==> config.mk <==
export PLATFORM = sky130hd
export DESIGN_NAME = srl_deser
export DESIGN_NICKNAME = d
export VERILOG_FILES = /design/src/rtl/srl_pkg.sv /design/src/rtl/srl_deser.sv
export SDC_FILE = /design/constraint.sdc
export NUM_CORES = 1
export LEC_CHECK = 0
export BUFFER_PORTS_ARGS = -buffer_cell sky130_fd_sc_hd__buf_4
export CAP_MARGIN = 40
export CORE_UTILIZATION = 45
export DETAILED_ROUTE_END_ITERATION = 10
export PLACE_DENSITY = 0.7
export SLEW_MARGIN = 20
export SYNTH_ARGS = -nofsm -noshare
export SYNTH_HDL_FRONTEND = slang
export SYNTH_SLANG_ARGS = --single-unit
==> constraint.sdc <==
create_clock -name iclk -period 1.6 [get_ports iclk]
set_clock_uncertainty 0.05 [all_clocks]
set_input_delay 0.08 -clock iclk [delete_from_list [all_inputs] [get_ports iclk]]
set_output_delay 0.08 -clock iclk [all_outputs]
set_load 0.01 [all_outputs]
==> src/rtl/srl_pkg.sv <==
// Shared types and constants for the serial deserializer.
package srl_pkg;

  typedef enum logic {IDLE, SHIFT} state_t;

  localparam int WIDTH_MIN = 2;
  localparam int WIDTH_MAX = 32;

  // Bit-count register width; never narrower than one bit.
  function automatic int cnt_w(input int w);
    return (w <= 2) ? 1 : $clog2(w);
  endfunction

endpackage

==> src/rtl/srl_deser.sv <==
// Serial-to-parallel deserializer: framed bits -> WIDTH-bit words behind a
// valid/ready output register, with sticky overflow and resync pulse.
module srl_deser
  import srl_pkg::*;
#(
  parameter int WIDTH     = 8,
  parameter bit MSB_FIRST = 1'b1
) (
  input  logic                    iclk,
  input  logic                    irst_n,
  input  logic                    id,
  input  logic                    ien,
  input  logic                    isof,
  input  logic                    iready,
  output logic [WIDTH-1:0]        oq,
  output logic                    ovalid,
  output logic                    oovf,
  output logic                    osync_err,
  output logic [cnt_w(WIDTH)-1:0] obitcnt
);

  localparam int            CW   = cnt_w(WIDTH);
  localparam logic [CW-1:0] LAST = CW'(WIDTH - 1);
  localparam logic [CW-1:0] ONE  = CW'(1);

  if (WIDTH < WIDTH_MIN || WIDTH > WIDTH_MAX) begin : g_width_chk
    $error("srl_deser: WIDTH out of range");
  end

  state_t           state_q, state_d;
  logic [WIDTH-1:0] sreg_q, sreg_d, base, shifted;
  logic [CW-1:0]    cnt_q, cnt_d;
  logic             complete, resync;

  // Next-state, shift and completion decode; a new frame always shifts into
  // a cleared register so stale bits never leak into the word.
  always_comb begin
    state_d  = state_q;
    sreg_d   = sreg_q;
    cnt_d    = cnt_q;
    complete = 1'b0;
    resync   = 1'b0;
    base     = (isof || cnt_q == '0) ? '0 : sreg_q;
    shifted  = MSB_FIRST ? {base[WIDTH-2:0], id} : {id, base[WIDTH-1:1]};
    case (state_q)
      IDLE: begin
        if (ien && isof) begin
          sreg_d  = shifted;
          cnt_d   = ONE;
          state_d = SHIFT;
        end
      end
      SHIFT: begin
        if (ien) begin
          sreg_d = shifted;
          if (isof && cnt_q != '0) begin
            resync = 1'b1;
            cnt_d  = ONE;
          end else if (cnt_q == LAST) begin
            complete = 1'b1;
            cnt_d    = '0;
          end else begin
            cnt_d = cnt_q + ONE;
          end
        end
      end
      default: state_d = IDLE;
    endcase
  end

  // Frame state, shift register and bit counter.
  always_ff @(posedge iclk) begin
    if (!irst_n) begin
      state_q <= IDLE;
      sreg_q  <= '0;
      cnt_q   <= '0;
    end else begin
      state_q <= state_d;
      sreg_q  <= sreg_d;
      cnt_q   <= cnt_d;
    end
  end

  // Output word register with handshake, overflow and resync flags.
  always_ff @(posedge iclk) begin
    if (!irst_n) begin
      oq        <= '0;
      ovalid    <= 1'b0;
      oovf      <= 1'b0;
      osync_err <= 1'b0;
    end else begin
      osync_err <= resync;
      if (complete && ovalid && !iready) begin
        oovf <= 1'b1;
      end else if (complete) begin
        oq     <= shifted;
        ovalid <= 1'b1;
      end else if (ovalid && iready) begin
        ovalid <= 1'b0;
      end
    end
  end

  assign obitcnt = cnt_q;

endmodule

[Yosys cells after proc, flatten, opt, wreduce, memory -nomap -nowiden]
Cells that the tools add are included.
Operators by class
  $add $sub $neg: 1
  eq/ne operators: 3
  multiplexer cells: 18
  bitwise logic cells: 2
  reductions and logical operators: 14
Operator list (number)
  7-bit 2-to-1 mux: 3
  7-bit case mux with 2 select lines: 1
  3-bit 2-to-1 mux: 4
  1-bit 2-to-1 mux: 9
  3-bit case mux with 2 select lines: 1
  2-bit AND reduction: 3
  1-bit logical AND: 5
  2-bit != test, second input constant: 2
  3-bit by 1-bit adder with 3-bit output, second input constant: 1
  3-bit == test, second input constant: 1
  3-bit logical NOT: 1
  3-bit AND reduction: 1
  3-bit nonzero test: 1
  1-bit NOT: 2
  2-bit nonzero test: 1
  1-bit logical NOT: 1
  1-bit logical OR: 1
Storage, ports and cells
  register bits: 22
  input bits: 6
  word-level logic and storage cells: 45

[Logic depth before layout (Yosys ltp)]
Gate-level depths: netlist of the first run.
  depth after elaboration: 9
  gate-level depth with buffers: 7
  mapped depth without buffers: 5

[Worst setup path after synthesis of the first run]
OpenSTA, ideal clock, no wires.
  path type: reg-to-reg
  start: register cnt_q[0] (netlist: obitcnt[0])
  end: register oq[0]
  library setup time: 72 ps
  arrival: 1530 ps
  slack: -52 ps
  cell stages (with the launch flop): 6
  buffers on the path: 0
  cells stage by stage: dfxtp_1 > ha_1 > ha_1 > nand3_1 > a211oi_4 > mux2i_1
On the way
  longest elaborated chain between the ends: 9
Ends and longest elaborated chain
  from (decl): line srl_deser.sv:32  | logic [CW-1:0] cnt_q, cnt_d;
  from (signal assigned): line srl_deser.sv:80  | cnt_q <= cnt_d;
  3-bit == test / 3-bit nonzero test (equally long branches): line srl_deser.sv:59, srl_deser.sv:56
  1-bit 2-to-1 mux / 1-bit logical AND (equally long branches): line srl_deser.sv:59, srl_deser.sv:56
  1-bit 2-to-1 mux (*): line srl_deser.sv:56  | if (isof && cnt_q != '0) begin
  1-bit 2-to-1 mux (*): line srl_deser.sv:54  | if (ien) begin
  1-bit 2-to-1 mux (*): line srl_deser.sv:45  | case (state_q)
  1-bit logical AND (2 in series): line srl_deser.sv:93  | if (complete && ovalid && !iready) begin
  1-bit NOT (no line)
  2-bit AND reduction (no line) (*)
  to (signal assigned): line srl_deser.sv:96  | oq <= shifted;
  to (decl): line srl_deser.sv:15  | output logic [WIDTH-1:0] oq,
Mark *: on every way between the ends. The rest lies on a longest branch, timed or not.
A chain may end at the register's enable or synchronous reset.

[Final worst setup path of the first run]
  start: register cnt_q[0] (netlist: obitcnt[0])
  end: register oq[2]
On the way
  longest elaborated chain between the ends: 9
Ends and longest elaborated chain (line)
  3-bit == test / 3-bit nonzero test (equally long branches): srl_deser.sv:59, srl_deser.sv:56
  1-bit 2-to-1 mux / 1-bit logical AND (equally long branches): srl_deser.sv:59, srl_deser.sv:56
  1-bit 2-to-1 mux: srl_deser.sv:56
  1-bit 2-to-1 mux: srl_deser.sv:54
  1-bit 2-to-1 mux: srl_deser.sv:45
  1-bit logical AND (2 in series): srl_deser.sv:93
  1-bit NOT (no line)
  2-bit AND reduction (no line)
Several ways; a longest one is shown, not always the timed one.

==> results of run 1 <==
## worst max-delay path, delay by kind of cell (launching register included)
kind | cells | cell delay (ns)
adder cells (fa/ha/maj) | 1 | 0.20
buffers and inverters | 2 | 0.22
AND/OR/NAND/NOR | 1 | 0.11
AO/OA/AOI/OAI | 1 | 0.30
flip-flops | 1 | 0.38
multiplexers | 1 | 0.20
## worst max-delay path by stage
stage                         end  slack [ns]
4_1_cts        oq[2]$_SDFFE_PN0P_       0.004
3_3_place_gp   oq[1]$_SDFFE_PN0P_        0.08
6_report       oq[2]$_SDFFE_PN0P_        0.08
3_5_place_dp   oq[2]$_SDFFE_PN0P_      -0.002
2_1_floorplan  oq[0]$_SDFFE_PN0P_       0.005
5_1_grt        oq[2]$_SDFFE_PN0P_        0.02
## report_power, final
group | leakage, nW | switching (mW) | internal, mW
clock network | 0.0138 | 0.150 | 0.0878
logic | 0.246 | 0.0562 | 0.0347
registers | 0.179 | 0.00786 | 0.553
total | 0.439 | 0.215 | 0.676
## synthesized netlist by cell type
cell,number
inv_2,1
a31oi_1,1
nand2b_4,1
clkbuf_1,5
a21boi_1,4
and2b_1,1
a21oi_1,2
nor2_1,1
buf_2,1
or2_2,1
o2111a_1,1
buf_6,1
a211oi_4,1
a21boi_0,5
inv_1,2
nand4_1,13
nand3_1,1
nor2b_1,2
nand2_1,21
o211ai_1,2
and2_1,1
ha_1,3
dfxtp_1,22
o21ai_1,1
mux2i_1,8
o21ai_0,1
o21a_1,3
## flip-flops by register name, indices dropped and copies added (netlist names)
name       cells
ovalid         1
oq             8
osync_err      1
oovf           1
sreg_q         7
state_q        1
obitcnt        3
## logic make-up (layout without fill, tap and decap cells)
family / count (synthesis) / in the layout / share of synthesized area, %
compound gates: 21 / 21 / 16.6
flops: 22 / 22 / 44.8
simple gates: 42 / 42 / 21.9
mux: 8 / 8 / 8.15
fa+ha+maj: 3 / 3 / 3.82
buf+inv: 10 / 29 / 4.71
## per-stage QoR
stage          worst slack (ns)  hold slack, ns  area, sq um  setup TNS (ns)  util (%)
4_1_cts                 0.00351          0.0155         1190               0      59.6
3_3_place_gp             0.0809           0.296         1160               0      57.9
5_1_grt                  0.0153          0.0308         1230               0      61.6
6_report                 0.0801          0.0339         1230               0      61.6
3_5_place_dp           -0.00174           0.314         1160        -0.00174      57.9
2_1_floorplan           0.00475           0.165          982               0         -
## repair_timing
action	CTS	global route
hold buffers	1	0
endpoints found under the setup margin	3	8
setup buffers	0	0
gates resized for setup	2	7
endpoints found under the hold margin	2	0
pin swaps	0	1
## cell usage in the layout (no fill, tap or decap), types with 2 or more instances in the layout
master and instances:
buf_4 21, nand2_1 21, o211ai_1 2, a21boi_0 5, clkbuf_4 3, dfxtp_1 20, a21oi_1 2, nand4_1 13
nor2b_1 2, o21a_1 3, mux2i_1 8, a21boi_1 4, inv_1 2, ha_4 2
## final cells by class
| class | count | area share (%) |
|---|---|---|
| clock buffer | 3 | 1.83 |
| tap | 27 | 2.74 |
| sequential | 22 | 36.1 |
| multi-input combinational | 74 | 43.2 |
| timing repair buffer | 23 | 15.2 |
| inverter | 3 | 0.913 |
## routing by layer
metal	vias up	GRT usage [%]	routed length (um)	share of wire, %
met2	17	32.6	1000	52
li1	418	-	-	-
met3	5	3.77	58	3.0
met5	-	0	0	0
met4	0	7.35	36	1.9
met1	380	20.1	845	44
==> metrics.yaml, run 1 <==
clocking:
  ctsLongestPathBuffers: 2
  cts_tree: "yes"
  cts_max_level: 1
  cts.clk_slew.worst_paths_ns: 0.11
  clk_latency_ns: 0.30
  cts_buffers: 3
  cts_root_buffer: "clkbuf_4"
  cts.sink_count: 22
yosys:
  syn-num-nets: 115
  ys.warnings.count: 0
  synthDominantCellAreaShare_pct: 44.8
  synth-seq-area-share_pct: 44.8
  syn_avg_cell_area_sq_um: 9.27
  syn_inst: 106
  synthTopCellsByArea: "dfxtp_1 45%, nand4_1 8.3%, mux2i_1 8.2%, nand2_1 8.0%, a21boi_0 3.8%"
  yosys.area.top_type: "dfxtp_1"
  synth_cell_types: 27
  syn_area_sq_um: 982
  ys_seq_elements: 22
power:
  ir_drop_mv: 0.590
  p_per_area_nw_per_um2: 722
  total_power_uw: 890
  leakagePower_nw: 0.439
floorplan:
  core_sq_um: 2000
  start_util_pct: 49.1
  rows: 16
  die_y_um: 48.7
  io_pins: 20
  design.die.area_sq_um: 2370
  die_x_um: 48.7
route:
  ant_nets: 0
  wl_um: 1940
  first_iter_violations: 3
  via_count: 820
  vias_per_cell: 5.39
  routedWlPerCell_um: 12.8
  drtPass1Iterations: 3
  drc: 0
timing:
  drv_slew: 0
  setup_viol_count_final: 0
  period_needed_ns: 1.52
  clock.fmax_mhz: 658
  slew-limit-headroom_pct: 75.6
  worst_pin_slew_ns: 0.365
  min_period_over_period_pct: 95.0
  rsz0062_at_grt: "no"
  finalHoldViolCount: 0
global_route:
  grt_first_pass_wirelength_um: 3280
  grt_pass1_vias: 771
  grt_max_degree: 31
  track_usage_pct: 18.0
  grt-ovfl-total: 0
  antenna_found_initial: 0
min_path:
  worstHoldPathCells: 3
  min-delay-start: "ien"
  hold_end: "state_q$_SDFF_PN0_"
  hold_class: "in2reg"
run:
  maxCapViolCount: 0
setup_path:
  reg2reg_from: "obitcnt[0]$_SDFFE_PN0P_"
  rrSetupSlack_ns: 0.08
  end_kind: "flop"
  path_cells: "inv_1, ha_1, nand2b_4, a211oi_4, buf_12, mux2i_1"
  worstSetupPathType: "reg2reg"
  cp_slowest_cell: "dfxtp_4"
  crit_path_max_incr_delay_ns: 0.38
  cp.required_ns: 1.78
  crit_arrival_ns: 1.70
  worstPathMaxFanout: 8
  crit_start: "obitcnt[0]$_SDFFE_PN0P_"
  r2r_cells: 6
  cp-start-kind: "flop"
  reg2reg_to: "oq[2]$_SDFFE_PN0P_"
final_layout:
  multi_input_area_sq_um: 533
  diodes: 0
  area_growth_pct: 25.6
  drive_gt1_share_pct: 27.2
  fillers: 189
  final_cells: 152
  regArea_sq_um: 445
  nets: 136
placement:
  port_buffers: 19
  placed_cells: 148
  dp_hpwl_um: 1440
  gp_congestion: 0.753
run_status:
  status: "complete, no violations"
Power figures use the tool's default switching activity.
==> run 2, diff against run 1 <==
- PLACE_DENSITY: 0.7 -> 0.67
- clock period: 1.6 -> 1.45 ns (I/O delays scaled with it)
==> run 2 against run 1 <==
The run now ends with setup timing left. Combinational power grew 31%. Register-to-register slack got worse by 0.12 ns. Maximum frequency increased by 2.0%. Critical path type unchanged. Critical endpoint is now oq[3]$_SDFFE_PN0P_. Largest power group unchanged. Highest routed layer unchanged.
==> metrics.yaml, run 2 (synthesis gave the netlist of run 1 again) <==
run_status:
  status: "complete, but fails checks"  # was complete, no violations
  violations: "setup timing"
final_layout:
  fillers: 185  # was 189
  regMostFlops: "oq"  # unchanged
  largest_register_ff_count: 8  # unchanged
  nets: 141  # was 136
  diodes: 0  # unchanged
  multi_input_area_sq_um: 538  # was 533 sq um
  fin_area_sq_um: 1310  # was 1230 sq um
  final_common_cell: "buf_4"
  regArea_sq_um: 449  # was 445 sq um
  drive_gt1_share_pct: 33.6  # was 27.2%
  area_growth_pct: 33.0  # was 25.6%
  final_cell_mix: "24 x buf_4, 21 x nand2_1, 19 x dfxtp_1"  # was 21 x nand2_1, 21 x buf_4, 20 x dfxtp_1
placement:
  port_buffers: 19  # unchanged
  gp_congestion: 0.784  # was 0.753
  dp_hpwl_um: 1410  # was 1440 um
  placed_area_sq_um: 1190  # was 1160 sq um
  place_ws_ns: -0.0562  # was -0.00174 ns
min_path:
  hold_end: "state_q$_SDFF_PN0_"  # unchanged
  min-delay-start: "ien"  # unchanged
  worstHoldPathCells: 3  # unchanged
  hold_class: "in2reg"  # unchanged
route:
  drtPass1Iterations: 4  # was 3
  wl_um: 2030  # was 1940 um
  ant_nets: 0  # unchanged
  via_count: 848  # was 820
  routedWlPerCell_um: 12.9  # was 12.8 um
  drc: 0  # unchanged
  vias_per_cell: 5.37  # was 5.39
  first_iter_violations: 2  # was 3
clocking:
  clk_latency_ns: 0.30  # about the same
  cts.clk_slew.worst_paths_ns: 0.12  # was 0.11 ns
  cts.sink_count: 22  # unchanged
  cts_root_buffer: "clkbuf_4"  # unchanged
  cts_max_level: 1  # unchanged
  ctsLongestPathBuffers: 2  # unchanged
  cts_buffers: 3  # unchanged
  cts_tree: "yes"  # unchanged
global_route:
  grt_pass1_vias: 830  # was 771
  grt-ovfl-total: 0  # unchanged
  grt_max_degree: 31  # unchanged
  grt_first_pass_wirelength_um: 3510  # was 3280 um
  antenna_found_initial: 0  # unchanged
  track_usage_pct: 19.0  # was 18.0%
setup_path:
  crit_arrival_ns: 1.67  # was 1.70 ns
  worstSetupPathType: "reg2reg"  # unchanged
  cp-start-kind: "flop"  # unchanged
  crit_start: "obitcnt[1]$_SDFFE_PN0P_"  # was obitcnt[0]$_SDFFE_PN0P_
  cp.required_ns: 1.63  # was 1.78 ns
  r2r_cells: 7  # was 6
  worstPathMaxFanout: 8  # unchanged
  end_kind: "flop"  # unchanged
  reg2reg_from: "obitcnt[1]$_SDFFE_PN0P_"  # was obitcnt[0]$_SDFFE_PN0P_
  reg2reg_to: "oq[3]$_SDFFE_PN0P_"  # was oq[2]$_SDFFE_PN0P_
  rrSetupSlack_ns: -0.04  # was 0.08 ns
power:
  leakagePower_nw: 0.477  # was 0.439 nW
  total_power_mw: 1.07  # was 890 uW
  ir_drop_mv: 0.608  # was 0.590 mV
  p_per_area_nw_per_um2: 816  # was 722 nW/um^2
floorplan:
  rows: 16  # unchanged
  die_y_um: 48.7  # unchanged
  die_x_um: 48.7  # unchanged
  io_pins: 20  # unchanged
  core_sq_um: 2000  # unchanged
  start_util_pct: 49.1  # unchanged
  design.die.area_sq_um: 2370  # unchanged
timing:
  clock.fmax_mhz: 671  # was 658 MHz
  drv_slew: 0  # unchanged
  rsz0062_at_grt: "yes"  # was no
  period_needed_ns: 1.49  # was 1.52 ns
  finalHoldViolCount: 0  # unchanged
  min_period_over_period_pct: 103  # was 95.0%
  worst_pin_slew_ns: 0.334  # was 0.365 ns
  setup_viol_count_final: 8  # was 0
  hold_ws_ns: 0.0150  # was 0.0339 ns
  slew-limit-headroom_pct: 77.7  # was 75.6%
  fin_ws_ns: -0.0406  # was 0.0801 ns
run:
  maxCapViolCount: 0  # unchanged
-- run 2: metrics by stage --
stage | std cells | TNS (ns) | util [%]
floorplan | 106 | -0.481 | -
global placement | 148 | -0.00950 | 59.3
detailed placement | 148 | -0.231 | 59.3
CTS | 158 | -0.270 | 65.1
global route | 158 | -0.621 | 65.3
finish | 158 | -0.145 | 65.3
-- run 2: how the worst max path moves through the flow --
stage                         endpoint  slack [ns]  depth (start not counted)
global route        oq[3]$_SDFFE_PN0P_       -0.11                          7
finish              oq[3]$_SDFFE_PN0P_       -0.04                          7
CTS                 oq[3]$_SDFFE_PN0P_       -0.07                          7
detailed placement  oq[3]$_SDFFE_PN0P_       -0.06                          6
global placement    oq[2]$_SDFFE_PN0P_      -0.007                          6
floorplan           oq[0]$_SDFFE_PN0P_       -0.06                          6
-- run 2: per-layer routing --
metal	global-route usage, %	wire length, um	up-vias
met1	21.9	865	399
met4	7.35	26	0
met2	35.0	1070	20
li1	-	-	423
met3	2.83	75	6
met5	0	0	-
-- run 2: critical path: stages, from the launching register on --
cell      delay (ns)
dfxtp_4         0.37
buf_6           0.12
inv_4           0.05
ha_4            0.14
nand2b_4        0.06
a211oi_4        0.27
buf_12          0.17
mux2i_1         0.19
-- run 2: power by group --
group | leakage [nW] | switching (mW) | internal [mW]
clock network | 0.0210 | 0.177 | 0.153
registers | 0.180 | 0.00728 | 0.609
logic | 0.276 | 0.0694 | 0.0500
-- run 2: cell type report --
class                   instances  share of cell area, %
multi-input cells              74                   41.2
flip-flops and latches         22                   34.4
repair buffers                 28                   17.8
clock buffers                   4                   2.78
well taps                      27                   2.59
inverters                       3                   1.25
-- run 2: repair_timing --
action	CTS	global route
resized for setup	6	2
pin swaps	2	2
hold endpoints to repair	2	0
hold buffers	1	0
endpoints found under the setup margin	8	9
buffers inserted	5	0
==> run 3, diff against run 2 <==
- CELL_PAD_IN_SITES_DETAIL_PLACEMENT: unset -> 1
- CELL_PAD_IN_SITES_GLOBAL_PLACEMENT: unset -> 2
- CORE_ASPECT_RATIO: unset -> 2
- CORE_UTILIZATION: 45 -> 33
- CTS_BUF_LIST: unset -> sky130_fd_sc_hd__clkbuf_8
- PLACE_DENSITY: 0.67 -> 0.84
==> run 3 against run 2 <==
The run still ends with setup timing left. Setup slack gained 0.035 ns. Critical path type unchanged. Sequential share of layout area shrank 0.16 points. Combinational power shrank 7%. Critical path depth shrank 1. First-iteration DRC count grew to 4.5 times the previous value. Highest routed layer unchanged. Sequential power is essentially flat. Global-route usage shrank 0.57 points. Routed wire length grew 24%. Final cell count grew 0.63%. Via count shrank 0.24%. Maximum frequency grew 2.4%. Die area grew 35%.
==> metrics.yaml, run 3 (synthesis gave the netlist of run 1 again) <==
global_route:
  track_usage_pct: 18.5  # was 19.0%
  grt_pass1_vias: 872  # was 830
  grt-ovfl-total: 0  # unchanged
  grt_first_pass_wirelength_um: 4060  # was 3510 um
  grt_max_degree: 31  # unchanged
  antenna_found_initial: 0  # unchanged
clocking:
  cts.clk_slew.worst_paths_ns: 0.08  # was 0.12 ns
  cts.sink_count: 22  # unchanged
  cts_tree: "yes"  # unchanged
  cts_root_buffer: "clkbuf_8"  # was clkbuf_4
  clk_latency_ns: 0.26  # was 0.30 ns
  cts_max_level: 1  # unchanged
  ctsLongestPathBuffers: 2  # unchanged
  cts_buffers: 3  # unchanged
timing:
  rsz0062_at_grt: "yes"  # unchanged
  hold_ws_ns: 0.00714  # was 0.0150 ns
  worst_pin_slew_ns: 0.386  # was 0.334 ns
  clock.fmax_mhz: 687  # was 671 MHz
  min_period_over_period_pct: 100  # was 103%
  finalHoldViolCount: 0  # unchanged
  slew-limit-headroom_pct: 74.2  # was 77.7%
  setup_tns_ns: -0.00560  # was -0.145 ns
  fin_ws_ns: -0.00560  # was -0.0406 ns
  drv_slew: 0  # unchanged
  setup_viol_count_final: 1  # was 8
  period_needed_ns: 1.46  # was 1.49 ns
final_layout:
  final_common_cell: "buf_4"  # unchanged
  drive_gt1_share_pct: 33.1  # was 33.6%
  utilization_pct: 46.7  # was 65.3%
  multi_input_area_sq_um: 558  # was 538 sq um
  regArea_sq_um: 448  # was 449 sq um
  area_growth_pct: 33.2  # was 33.0%
  fillers: 329  # was 185
  nets: 140  # was 141
  diodes: 0  # unchanged
  final_cell_mix: "25 x buf_4, 21 x nand2_1, 20 x dfxtp_1"  # was 24 x buf_4, 21 x nand2_1, 19 x dfxtp_1
  regMostFlops: "oq"  # unchanged
  largest_register_ff_count: 8  # unchanged
route:
  ant_nets: 0  # unchanged
  wl_met3_um: 51  # was 75 um
  wl_met2_um: 1450  # was 1070 um
  wl_met1_um: 952  # was 865 um
  vias_per_cell: 5.32  # was 5.37
  via_count: 846  # was 848
  drc: 0  # unchanged
  first_iter_violations: 9  # was 2
  drtPass1Iterations: 4  # unchanged
  highest_layer: "met4"  # unchanged
  routedWlPerCell_um: 15.8  # was 12.9 um
  wl_um: 2510  # was 2030 um
setup_path:
  end_kind: "flop"  # unchanged
  crit_arrival_ns: 1.60  # was 1.67 ns
  worstSetupPathType: "reg2reg"  # unchanged
  cp-start-kind: "flop"  # unchanged
  worstPathMaxFanout: 4  # was 8
  cp.required_ns: 1.59  # was 1.63 ns
placement:
  gp_congestion: 0.753  # was 0.784
  dp_hpwl_um: 1810  # was 1410 um
  port_buffers: 19  # unchanged
power:
  leakagePower_nw: 0.478  # was 0.477 nW
  ir_drop_mv: 0.500  # was 0.608 mV
  p_per_area_nw_per_um2: 852  # was 816 nW/um^2
floorplan:
  start_util_pct: 35.0  # was 49.1%
  rows: 27  # was 16
  core_sq_um: 2800  # was 2000 sq um
  io_pins: 20  # unchanged
  die_x_um: 40.6  # was 48.7 um
  design.die.area_sq_um: 3210  # was 2370 sq um
  die_y_um: 79.2  # was 48.7 um
run:
  maxCapViolCount: 0  # unchanged
run_status:
  status: "complete, but fails checks"  # unchanged
  violations: "setup timing"  # unchanged
min_path:
  hold_class: "in2reg"  # unchanged
## run 3: changes by cell type in the layout (fill, tap and decap cells not counted), sizes merged
cell / change
clkbuf: -1
inv: +1
dlygate4sd3: -1
## run 3: worst max-delay path: stages (launching register included)
cell      delay (ns)
dfxtp_4         0.38
ha_4            0.14
ha_4            0.14
nand3_4         0.07
a211oi_4        0.22
buf_6           0.17
mux2i_4         0.22
## run 3: layout make-up
type | instances | share of cell area [%]
multi-input cells | 74 | 42.6
well taps | 29 | 2.77
clock buffers | 3 | 3.15
inverters | 3 | 0.860
flip-flops and latches | 22 | 34.2
clock inverters | 1 | 0.287
repair buffers | 27 | 16.1
## run 3: path summary, 6_finish.rpt
kind | depth (start not counted) | slack (ns) | start | endpoint
max | 6 | -0.006 | obitcnt[1]$_SDFFE_PN0P_ | oq[2]$_SDFFE_PN0P_
min | 3 | 0.007 | id | sreg_q[0]$_SDFFE_PN0P_
max reg2reg | 6 | -0.006 | obitcnt[1]$_SDFFE_PN0P_ | oq[2]$_SDFFE_PN0P_
min reg2reg | 2 | 0.42 | oq[6]$_SDFFE_PN0P_ | oq[6]$_SDFFE_PN0P_
## run 3: stage by stage
step	total power [mW]	std cells	instance area, sq um	worst slack (ns)
after floorplan	0.702	106	1010	-0.0601
after global placement	0.735	152	1190	-0.00353
after detailed placement	0.738	152	1190	-0.0795
after CTS	1.13	159	1300	-0.0667
after global routing	1.17	159	1310	-0.0768
final	1.11	159	1310	-0.00560
## run 3: timing repair
item,4_1_cts,5_1_grt
setup buffers,3,0
setup endpoints to repair,8,8
resized for setup,7,1
hold buffers,0,0
hold endpoints to repair,0,0
cloned,0,0
pin swaps,2,1
## run 3: where the power goes
| group | leakage, nW | total (mW) | internal, mW | switching, mW |
|---|---|---|---|---|
| combinational | 0.272 | 0.111 | 0.0430 | 0.0682 |
| sequential | 0.179 | 0.617 | 0.608 | 0.00907 |
| clock | 0.0269 | 0.386 | 0.189 | 0.197 |
| total | 0.478 | 1.11 | 0.840 | 0.274 |
## run 3: metal layers
| layer | up-vias | GRT usage (%) |
|---|---|---|
| li1 | 419 | - |
| met1 | 409 | 19.5 |
| met2 | 13 | 32.9 |
| met3 | 5 | 2.51 |
| met4 | 0 | 8.00 |
| met5 | - | 0 |
